File: config.mk
export PLATFORM = sky130hd
export DESIGN_NAME = cdb_arbiter_flat
export DESIGN_NICKNAME = d
export VERILOG_FILES = /design/src/rtl/cdb_arbiter_pkg.sv /design/src/rtl/cdb_arbiter_if.sv /design/src/rtl/cdb_arbiter_src_fifo.sv /design/src/rtl/cdb_arbiter.sv /design/src/flat_wrapper.sv
export SDC_FILE = /design/constraint.sdc
export NUM_CORES = 1
export LEC_CHECK = 0
export CAP_MARGIN = 10
export CORE_UTILIZATION = 45
export DETAILED_ROUTE_END_ITERATION = 10
export PLACE_DENSITY = 0.68
export SKIP_LAST_GASP = 1
export SYNTH_ARGS = -nofsm -noshare
export SYNTH_HDL_FRONTEND = slang
export SYNTH_HIERARCHICAL = 1
export SYNTH_SLANG_ARGS = --single-unit
File: constraint.sdc
create_clock -name clk -period 8.4 [get_ports clk]
set_input_delay 2.1 -clock clk [delete_from_list [all_inputs] [get_ports clk]]
set_output_delay 2.1 -clock clk [all_outputs]
set_load 0.03 [all_outputs]
File: src/rtl/cdb_arbiter_pkg.sv
// Shared constants and types for the common-data-bus arbiter.
// The payload carried per result is {rob_idx, val, jump_flag, jump_pc}.
package cdb_arbiter_pkg;

  localparam int CDB_NUM_SRC   = 3;
  localparam int CDB_ROB_IDX_W = 4;
  localparam int CDB_BUF_DEPTH = 2;

  typedef enum logic [1:0] {
    CDB_SRC_ALU = 2'd0,
    CDB_SRC_LSB = 2'd1,
    CDB_SRC_AUX = 2'd2
  } cdb_src_e;

  function automatic int cdb_payload_w(int rob_idx_w);
    return rob_idx_w + 1 + 64;
  endfunction

  localparam int CDB_PAYLOAD_W = cdb_payload_w(CDB_ROB_IDX_W);

endpackage

File: src/rtl/cdb_arbiter_if.sv
// Producer-side result ports and the broadcast CDB, bundled as one interface.
// Per-source fields are packed arrays: slice i belongs to source i.
interface cdb_arbiter_if #(
  parameter int NUM_SRC   = 3,
  parameter int ROB_IDX_W = 4
);
  logic [NUM_SRC-1:0]                src_valid;
  logic [NUM_SRC-1:0]                src_ready;
  logic [NUM_SRC-1:0][ROB_IDX_W-1:0] src_ROB_idx;
  logic [NUM_SRC-1:0][31:0]          src_val;
  logic [NUM_SRC-1:0]                src_jump_flag;
  logic [NUM_SRC-1:0][31:0]          src_jump_PC;

  logic                              cdb_flag;
  cdb_arbiter_pkg::cdb_src_e         cdb_src;
  logic [ROB_IDX_W-1:0]              cdb_ROB_idx;
  logic [31:0]                       cdb_val;
  logic                              cdb_jump_flag;
  logic [31:0]                       cdb_jump_PC;

  modport master (
    output src_valid, src_ROB_idx, src_val, src_jump_flag, src_jump_PC,
    input  src_ready,
    input  cdb_flag, cdb_src, cdb_ROB_idx, cdb_val, cdb_jump_flag, cdb_jump_PC
  );

  modport slave (
    input  src_valid, src_ROB_idx, src_val, src_jump_flag, src_jump_PC,
    output src_ready,
    output cdb_flag, cdb_src, cdb_ROB_idx, cdb_val, cdb_jump_flag, cdb_jump_PC
  );
endinterface

File: src/rtl/cdb_arbiter_src_fifo.sv
// Small per-producer result FIFO; power-of-two depth so pointers wrap freely.
// flush drops every buffered entry in one edge.
module cdb_src_fifo #(
  parameter int DEPTH = 2,
  parameter int WIDTH = 8,
  localparam int AW = (DEPTH > 1) ? $clog2(DEPTH) : 1,
  localparam int CW = $clog2(DEPTH) + 1
) (
  input  logic             clk,
  input  logic             rst,
  input  logic             push,
  input  logic             pop,
  input  logic             flush,
  input  logic [WIDTH-1:0] din,
  output logic [WIDTH-1:0] dout,
  output logic [CW-1:0]    count,
  output logic             full,
  output logic             empty
);
  logic [WIDTH-1:0] mem [DEPTH];
  logic [AW-1:0]    wr_ptr, rd_ptr;
  logic [CW-1:0]    cnt;
  logic             push_ok, pop_ok;

  assign full    = (cnt == CW'(DEPTH));
  assign empty   = (cnt == '0);
  assign push_ok = push & ~full & ~flush;
  assign pop_ok  = pop & ~empty & ~flush;

  always_ff @(posedge clk or posedge rst) begin
    if (rst) begin
      wr_ptr <= '0;
      rd_ptr <= '0;
      cnt    <= '0;
    end else if (flush) begin
      wr_ptr <= '0;
      rd_ptr <= '0;
      cnt    <= '0;
    end else begin
      if (push_ok) wr_ptr <= wr_ptr + 1'b1;
      if (pop_ok)  rd_ptr <= rd_ptr + 1'b1;
      case ({push_ok, pop_ok})
        2'b10:   cnt <= cnt + 1'b1;
        2'b01:   cnt <= cnt - 1'b1;
        default: cnt <= cnt;
      endcase
    end
  end

  // Storage carries no reset: an entry is only visible once count covers it.
  always_ff @(posedge clk) begin
    if (push_ok) mem[wr_ptr] <= din;
  end

  assign dout  = mem[rd_ptr];
  assign count = cnt;

endmodule

File: src/rtl/cdb_arbiter.sv
// Round-robin arbiter from per-producer FIFOs onto a registered common data bus.
// A roll flushes everything; rdy low freezes the whole block.
module cdb_arbiter
  import cdb_arbiter_pkg::*;
#(
  parameter int NUM_SRC   = CDB_NUM_SRC,
  parameter int ROB_IDX_W = CDB_ROB_IDX_W,
  parameter int BUF_DEPTH = CDB_BUF_DEPTH
) (
  input  logic         clk,
  input  logic         rst,
  input  logic         rdy,
  input  logic         roll,
  cdb_arbiter_if.slave bus
);
  localparam int PW = cdb_payload_w(ROB_IDX_W);
  localparam int CW = $clog2(BUF_DEPTH) + 1;
  localparam int SW = (NUM_SRC > 1) ? $clog2(NUM_SRC) : 1;

  logic [NUM_SRC-1:0]           ready, push, pop, full, empty;
  logic [NUM_SRC-1:0][PW-1:0]   din, dout;
  logic [NUM_SRC-1:0][CW-1:0]   count;
  logic [2*NUM_SRC-1:0]         req_dbl;
  logic [NUM_SRC-1:0]           req_rot;
  logic [SW-1:0]                rr_ptr, gnt_id;
  logic                         gnt_vld;
  logic [PW-1:0]                gnt_data;
  logic                         live, flush;

  logic                         cdb_flag;
  cdb_src_e                     cdb_src;
  logic [PW-1:0]                cdb_data;

  // Modular add on source ids; base and k are both below NUM_SRC.
  function automatic logic [SW-1:0] rr_add(logic [SW-1:0] base, int unsigned k);
    logic [SW:0] s;
    s = {1'b0, base} + (SW+1)'(k);
    if (s >= (SW+1)'(NUM_SRC)) s = s - (SW+1)'(NUM_SRC);
    return s[SW-1:0];
  endfunction

  assign live  = rdy & ~roll;
  assign flush = rdy & roll;

  for (genvar i = 0; i < NUM_SRC; i++) begin : g_src
    // Readiness looks only at the registered count, never at this cycle's pop.
    assign ready[i] = ~rst & live & (count[i] != CW'(BUF_DEPTH));
    assign push[i]  = bus.src_valid[i] & ready[i];
    assign pop[i]   = live & gnt_vld & (gnt_id == SW'(i));
    assign din[i]   = {bus.src_ROB_idx[i], bus.src_val[i],
                       bus.src_jump_flag[i], bus.src_jump_PC[i]};

    cdb_src_fifo #(
      .DEPTH (BUF_DEPTH),
      .WIDTH (PW)
    ) u_fifo (
      .clk   (clk),
      .rst   (rst),
      .push  (push[i]),
      .pop   (pop[i]),
      .flush (flush),
      .din   (din[i]),
      .dout  (dout[i]),
      .count (count[i]),
      .full  (full[i]),
      .empty (empty[i])
    );

    a_no_push_full: assert property (@(posedge clk) disable iff (rst) !(push[i] && full[i]));
  end

  assign bus.src_ready = ready;

  // Rotate requests so bit 0 is the source at rr_ptr; the lowest set bit wins.
  assign req_dbl = {~empty, ~empty};
  assign req_rot = NUM_SRC'(req_dbl >> rr_ptr);

  always_comb begin
    gnt_vld = 1'b0;
    gnt_id  = rr_ptr;
    for (int k = NUM_SRC - 1; k >= 0; k--) begin
      if (req_rot[k]) begin
        gnt_vld = 1'b1;
        gnt_id  = rr_add(rr_ptr, k);
      end
    end
  end

  assign gnt_data = dout[gnt_id];

  always_ff @(posedge clk or posedge rst) begin
    if (rst) begin
      rr_ptr   <= '0;
      cdb_flag <= 1'b0;
      cdb_src  <= CDB_SRC_ALU;
      cdb_data <= '0;
    end else if (flush) begin
      rr_ptr   <= '0;
      cdb_flag <= 1'b0;
    end else if (rdy && gnt_vld) begin
      cdb_flag <= 1'b1;
      cdb_src  <= cdb_src_e'(2'(gnt_id));
      cdb_data <= gnt_data;
      rr_ptr   <= rr_add(gnt_id, 1);
    end else begin
      cdb_flag <= 1'b0;
    end
  end

  assign bus.cdb_flag = cdb_flag;
  assign bus.cdb_src  = cdb_src;
  assign {bus.cdb_ROB_idx, bus.cdb_val, bus.cdb_jump_flag, bus.cdb_jump_PC} = cdb_data;

endmodule

File: src/flat_wrapper.sv
// flat-port wrapper written by rule: the top's interface ports become plain ports
module cdb_arbiter_flat import cdb_arbiter_pkg::*;
#(
  parameter int NUM_SRC   = CDB_NUM_SRC,
  parameter int ROB_IDX_W = CDB_ROB_IDX_W,
  parameter int BUF_DEPTH = CDB_BUF_DEPTH
)
  (clk, rst, rdy, roll, bus_src_valid, bus_src_ROB_idx, bus_src_val, bus_src_jump_flag, bus_src_jump_PC, bus_src_ready, bus_cdb_flag, bus_cdb_src, bus_cdb_ROB_idx, bus_cdb_val, bus_cdb_jump_flag, bus_cdb_jump_PC);
  cdb_arbiter_if #(.NUM_SRC(NUM_SRC), .ROB_IDX_W(ROB_IDX_W)) bus_i ();
  input  logic clk;
  input  logic rst;
  input  logic rdy;
  input  logic roll;
  input wire logic [$bits(bus_i.src_valid)-1:0] bus_src_valid;
  input wire logic [$bits(bus_i.src_ROB_idx)-1:0] bus_src_ROB_idx;
  input wire logic [$bits(bus_i.src_val)-1:0] bus_src_val;
  input wire logic [$bits(bus_i.src_jump_flag)-1:0] bus_src_jump_flag;
  input wire logic [$bits(bus_i.src_jump_PC)-1:0] bus_src_jump_PC;
  output wire logic [$bits(bus_i.src_ready)-1:0] bus_src_ready;
  output wire logic [$bits(bus_i.cdb_flag)-1:0] bus_cdb_flag;
  output wire logic [$bits(bus_i.cdb_src)-1:0] bus_cdb_src;
  output wire logic [$bits(bus_i.cdb_ROB_idx)-1:0] bus_cdb_ROB_idx;
  output wire logic [$bits(bus_i.cdb_val)-1:0] bus_cdb_val;
  output wire logic [$bits(bus_i.cdb_jump_flag)-1:0] bus_cdb_jump_flag;
  output wire logic [$bits(bus_i.cdb_jump_PC)-1:0] bus_cdb_jump_PC;
  assign bus_i.src_valid = bus_src_valid;
  assign bus_i.src_ROB_idx = bus_src_ROB_idx;
  assign bus_i.src_val = bus_src_val;
  assign bus_i.src_jump_flag = bus_src_jump_flag;
  assign bus_i.src_jump_PC = bus_src_jump_PC;
  assign bus_src_ready = bus_i.src_ready;
  assign bus_cdb_flag = bus_i.cdb_flag;
  assign bus_cdb_src = bus_i.cdb_src;
  assign bus_cdb_ROB_idx = bus_i.cdb_ROB_idx;
  assign bus_cdb_val = bus_i.cdb_val;
  assign bus_cdb_jump_flag = bus_i.cdb_jump_flag;
  assign bus_cdb_jump_PC = bus_i.cdb_jump_PC;
  cdb_arbiter #(.NUM_SRC(NUM_SRC), .ROB_IDX_W(ROB_IDX_W), .BUF_DEPTH(BUF_DEPTH)) u_core (.clk(clk), .rst(rst), .rdy(rdy), .roll(roll), .bus(bus_i));
endmodule
[Word-level counts from Yosys, hierarchy flattened]
Memories as Yosys holds them, arrays and structs flattened.
Cells that the tools add are included.
Operators by class
  order comparisons: 5
  shift operators: 1
  mux-type cells: 40
  equality and inequality tests: 14
  add/sub/neg operators: 19
  reduce and logical (&&, ||, !) cells: 16
  bitwise gates (word level): 35
Operators with widths (number)
  binary-select mux 69 bit (select 2 bit): 1
  two-way mux 69 bit: 1
  AND 1 bit: 25
  two-way mux 2 bit: 12
  two-way mux 1 bit: 23
  == test 2 bit (second input constant): 7
  nonzero test 2 bit: 7
  case mux 2 bit (2 select lines): 3
  greater-or-equal comparator 3 x 2 -> 1 bit (second input constant): 3
  inverter 1 bit: 9
  nonzero test 3 bit: 3
  == test 2 x 1 -> 1 bit (second input constant): 4
  zero test 2 bit: 4
  subtractor 2 bit (second input constant): 4
  adder 1 bit (second input constant): 6
  adder 2 x 1 -> 2 bit (second input constant): 3
  adder 2 x 1 -> 3 bit (second input constant): 2
  != test 2 bit (second input constant): 3
  right shift 6 x 2 -> 3 bit: 1
  subtractor 2 x 1 -> 2 bit (second input constant): 3
  adder 2 x 2 -> 3 bit (second input constant): 1
  less-than comparator 2 x 3 -> 1 bit (second input constant): 1
  inverter 3 bit: 1
  greater-or-equal comparator 2 bit (second input constant): 1
  other kinds (2): 2
Storage, ports and cells
  output and inout bits: 75
  memory bits (writable): 414
  register bits after elaboration: 86
  memories kept: 3
  input port bits: 214
Memories
  u_core.g_src[0].u_fifo.mem: words 2, width 69, read ports 1, clocked after memory_dff 0, wr ports 1, RTL line cdb_arbiter_src_fifo.sv:20  | logic [WIDTH-1:0] mem [DEPTH];
  u_core.g_src[1].u_fifo.mem: words 2, width 69, read ports 1, clocked after memory_dff 0, wr ports 1, RTL line cdb_arbiter_src_fifo.sv:20
  u_core.g_src[2].u_fifo.mem: words 2, width 69, read ports 1, clocked after memory_dff 0, wr ports 1, RTL line cdb_arbiter_src_fifo.sv:20

[Longest topological paths before layout]
  depth after elaboration: 13
  depth in mapped cells: 15

[Hierarchy]
The synthesis kept the hierarchy.
Modules (own cells, without submodules)
  cdb_src_fifo: times used 3, cells an instance 242, seq. area each 4244.1 µm², area an instance 5196.2 µm²
  cdb_arbiter: times used 1, cells an instance 454, seq. area each 1851.8 µm², area an instance 4885.9 µm²

[Worst setup path before layout]
OpenSTA, ideal clock, no wires.
  path type: input port to flip-flop
  from: input rst
  to: memory u_core/g_src[0].u_fifo/mem[1][0] (netlist name), enable pin
  data arrival time: 9.942 ns
  required time: 7.805 ns
  path buffers: 0
  slack: -2.137 ns
  stages on the path: 6
  library setup time: 0.595 ns
  cells stage by stage: inv_1 nand3b_1 a21oi_1 and2_1 nand2_1 nor3b_1
On the way
  word-level cells in the longest chain between the ends: 8
RTL lines
  start: declaration: RTL line flat_wrapper.sv:11  | input logic rst;
  inverter 1 bit: RTL line cdb_arbiter.sv:47  | assign ready[i] = ~rst & live & (count[i] != CW'(BUF_DEPTH));
  AND 1 bit (2 in a row): RTL line cdb_arbiter.sv:47
  net bus_src_ready[0]: RTL line flat_wrapper.sv:19  | output wire logic [$bits(bus_i.src_ready)-1:0] bus_src_ready;
  AND 1 bit: RTL line cdb_arbiter.sv:48  | assign push[i] = bus.src_valid[i] & ready[i];
  net u_core.push[0]: RTL line cdb_arbiter.sv:20  | logic [NUM_SRC-1:0] ready, push, pop, full, empty;
  AND 1 bit (2 in a row): RTL line cdb_arbiter_src_fifo.sv:27  | assign push_ok = push & ~full & ~flush;
  two-way mux 1 bit: RTL line cdb_arbiter_src_fifo.sv:52  | if (push_ok) mem[wr_ptr] <= din;
  two-way mux 1 bit (not written as such): RTL line cdb_arbiter_src_fifo.sv:52
  end: declaration: RTL line cdb_arbiter_src_fifo.sv:20
The timed path passes the listed nets, and every way through them passes these cells.

[Worst setup path in the final report]
  from: input rst
  to: output bus_src_ready[1]
On the way
  word-level cells in the longest chain between the ends: 3
RTL lines (RTL line)
  inverter 1 bit: cdb_arbiter.sv:47
  AND 1 bit (2 in a row): cdb_arbiter.sv:47
  end: declaration: flat_wrapper.sv:19
No other way between the ends.

==> summary.md <==
| Metric | Value |
|---|---|
| Layout cells sized above 1 | 26.4% |
| Core Region | 44500 um^2 |
| Clock skew | 0.00955 ns |
| Min cycle time layout | 6.08 ns |
| Crit Path Category | in2out |
| Worst-Margin Slew | 1.12 ns |
| Fillers | 3539 |
| Clk sink count | 500 |
| Post-synth EDFFs | 414 |
| Final ANT Viol Nets | 0 |
| Die area | 46400 um^2 |
| Syn. warnings | 6 |
| DP HPWL | 29.0 mm |
| Largest net degree at the start of global routing | 72 |
| Postcts setup bufs | 0 |
| Total global routing overflow | 0 |
| Hold Fails Final Rpt | 0 |
| # nets final | 1697 |
| CP max-delay cell | clkdlybuf4s50_1 |
| Clk pin slew, worst setup/hold paths | 0.06 ns |
| Crit. End Element | output pin |
| Fmax | 164 MHz |
| Die W | 215 um |
| Post-synthesis mux area share | 15.4% |
| Vias per inst | 5.18 |
| Post-CTS sizing | 0 |
| Hold-fix buffers at CTS | 0 |
| Mapped cell area | 20500 um^2 |
| Area of the multi-input gates | 5210 um^2 |
| CTS max path bufs | 3 |
| Via Count | 11000 |
| Pre-CTS setup slack | 2.32 ns |
| Worst setup SP type | primary input |
| Area growth syn-to-layout | 24.6% |
| Headroom to the max-slew limit | 25.0% |
| Avg Inst Size Synth | 17.4 um^2 |
| Slowest Stage Delay on Critical Path | 0.71 ns |
| RSZ-0062 raised after global routing | false |
| Placed cell count | 2018 |
| Die Ht | 215 um |
| Power density over the cells | 274 nW/um^2 |
| Register area share after synthesis | 71.2% |
| Leak | 9.21 nW |
| Crit path setup slack, layout | 2.32 ns |
| Simple-gate area share of the yosys netlist | 3.02% |
| Net Count, Synth | 1398 |
| CP cell instances | clkdlybuf4s50_1 > inv_4 > nand3b_1 > a21oi_1 > clkdlybuf4s50_1 |
| Largest family of logic cells by synthesized area | multiplexers |
| Per-cell routed wire length | 21.6 um |
| Sequential Area | 14600 um^2 |
| Post-synthesis cell type count | 46 |
| VDD IR max | 0.292 mV |
| H-tree depth | 2 |
| Worst-Skew Late Latency | 0.58 ns |
| Synth Register Bits | 500 |
| Initial antenna violation count | 5 |
| Dominant synthesized flop cell | edfxtp_1 |
| Most frequent CP cell | clkdlybuf4s50_1 |
| Top cells by area, synth | edfxtp_1 61%, mux2_2 11%, dfrtp_1 11%, o221ai_2 5.1%, mux2i_1 3.7% |
| Setup TNS | 0 ns |
| CP Data Arrival Time | 3.98 ns |
| Port-buffer cells | 288 |
| Post-synthesis xor/xnor area fraction | 0.128% |
| Fin Hold WS | 0.495 ns |
| Synth area leader | edfxtp_1 |
| Io pins | 289 |
| Initial drt markers | 555 |
| Number of buffers created by CTS | 51 |
| Clock Root Buffer | clkbuf_16 |
| Max FO, Critical Path | 22 |
| Synth Area in Compound Gates | 6.43% |
| Initial cell density of the core | 46.0% |
| Synth Area in Adders | 0.244% |
| Global-route wire length before repair | 69.1 mm |
| Class of the worst hold path | reg2reg |
| Final non-filler cell total | 2114 |
| Routability congestion estimate | 0.773 |
| CTS tree | done |
| Slew Limit Fails | 0 |
| Status | finished clean |
| Max Cap Viol | 0 |
| Asr flop ratio synth | 17.2% |
| Final setup fails | 0 |
| Mapped Cells | 1180 |
| Drt total wl | 45.7 mm |
| R2R setup slack | 4.09 ns |
| Total Routing Usage GR | 19.8% |
| Top-area cell type share of the netlist area | 60.7% |
| Pre-antenna DRT Iters | 7 |
| Vias in the first global route | 11700 |
| Critical Path RT | 6.30 ns |
| FP Rows | 77 |
| Final Cycle Share | 72.4% |
| DRC violations left | 0 |
[cell families (layout without fill, tap and decap cells)]
family                   after synthesis  count (layout)
flip-flops                           500             500
adder cells (fa/ha/maj)                4               4
buffers and inverters                148             488
AND/OR/NAND/NOR                      127             127
XOR/XNOR                               3               3
multiplexers                         285             285
other                                  0               2
AO/OA/AOI/OAI                        113             113
[critical path: cells and delay by family]
kind	cells	cell delay (ns)
AND/OR/NAND/NOR	1	0.18
buffers and inverters	3	1.49
AO/OA/AOI/OAI	1	0.21
[through the flow]
step / power (mW) / cell area [um^2] / util [%]
finish: 7.00 / 25500 / 57.3
global route: 7.27 / 25500 / 57.3
CTS: 7.08 / 25500 / 57.3
detailed placement: 4.88 / 23900 / 53.7
global placement: 4.86 / 23900 / 53.7
floorplan: 4.20 / 20500 / -
[layout by cell type (no fill, tap or decap), types with 10 or more instances in the layout]
master,count
a21oi_1,15
dfrtp_1,83
mux2i_1,75
o221ai_2,69
clkbuf_16,51
clkinv_2,12
clkdlybuf4s50_1,288
nor2_1,10
inv_1,84
mux2_2,207
nand2_1,74
o21ai_0,10
edfxtp_1,414
clkbuf_1,13
buf_4,17
[flip-flops by register name, summed over array words and instances, names as in the netlist]
signal	count
u_core/bus.cdb_flag	1
u_core/cdb_data	69
u_core/g_src.u_fifo/count	6
u_core/g_src.u_fifo/rd_ptr	3
u_core/rr_ptr	2
u_core/g_src.u_fifo/wr_ptr	3
u_core/g_src.u_fifo/mem	414
u_core/bus.cdb_src	2
[per-layer routing]
| metal | wire, um | part of all wire [%] | up-vias | track usage, % |
|---|---|---|---|---|
| met5 | 51 | 0.11 | - | 0 |
| met4 | 1060 | 2.3 | 8 | 6.22 |
| met3 | 2060 | 4.5 | 76 | 3.47 |
| met2 | 23300 | 51 | 273 | 34.1 |
| met1 | 19300 | 42 | 5505 | 25.4 |
| li1 | - | - | 5096 | - |
[worst paths after layout]
| check | from | to | depth (start not counted) |
|---|---|---|---|
| max | rst | bus_src_ready[1] | 5 |
| min | u_core/cdb_data[8] | u_core/cdb_data[8] | 2 |
| max reg2reg | u_core/g_src[2].u_fifo/count[1] | u_core/cdb_data[21] | 8 |
| min reg2reg | u_core/cdb_data[8] | u_core/cdb_data[8] | 2 |
| max in group asynchronous | rst | u_core/cdb_data[18] | 3 |
| min in group asynchronous | rst | u_core/g_src[2].u_fifo/count[0] | 2 |
[Yosys cell counts, types with 4 or more instances]
| master | n |
|---|---|
| a21oi_1 | 15 |
| and2_1 | 6 |
| buf_12 | 7 |
| buf_2 | 33 |
| clkbuf_1 | 16 |
| dfrtp_1 | 86 |
| edfxtp_1 | 414 |
| ha_1 | 4 |
| inv_1 | 85 |
| inv_2 | 4 |
| mux2_2 | 207 |
| mux2i_1 | 75 |
| nand2_1 | 75 |
| nand3b_1 | 6 |
| nor2_1 | 10 |
| nor3b_1 | 6 |
| o21ai_0 | 11 |
| o221ai_2 | 69 |
| or2_1 | 4 |
[where the power goes]
part | leakage, nW | internal (mW) | switching [mW]
registers | 4.83 | 2.88 | 0.175
logic | 3.57 | 0.794 | 0.964
clock network | 0.802 | 1.27 | 0.915
[layout make-up]
cell class	count	share of cell area, %
Clock inverter	24	0.848
Inverter	89	1.32
Tap cell	592	2.90
Timing Repair Buffer	305	11.8
Multi-Input combinational cell	532	20.4
Antenna cell	2	0.0196
Clock buffer	70	5.52
Sequential cell	500	57.2
(Power assumes the default switching activity.)
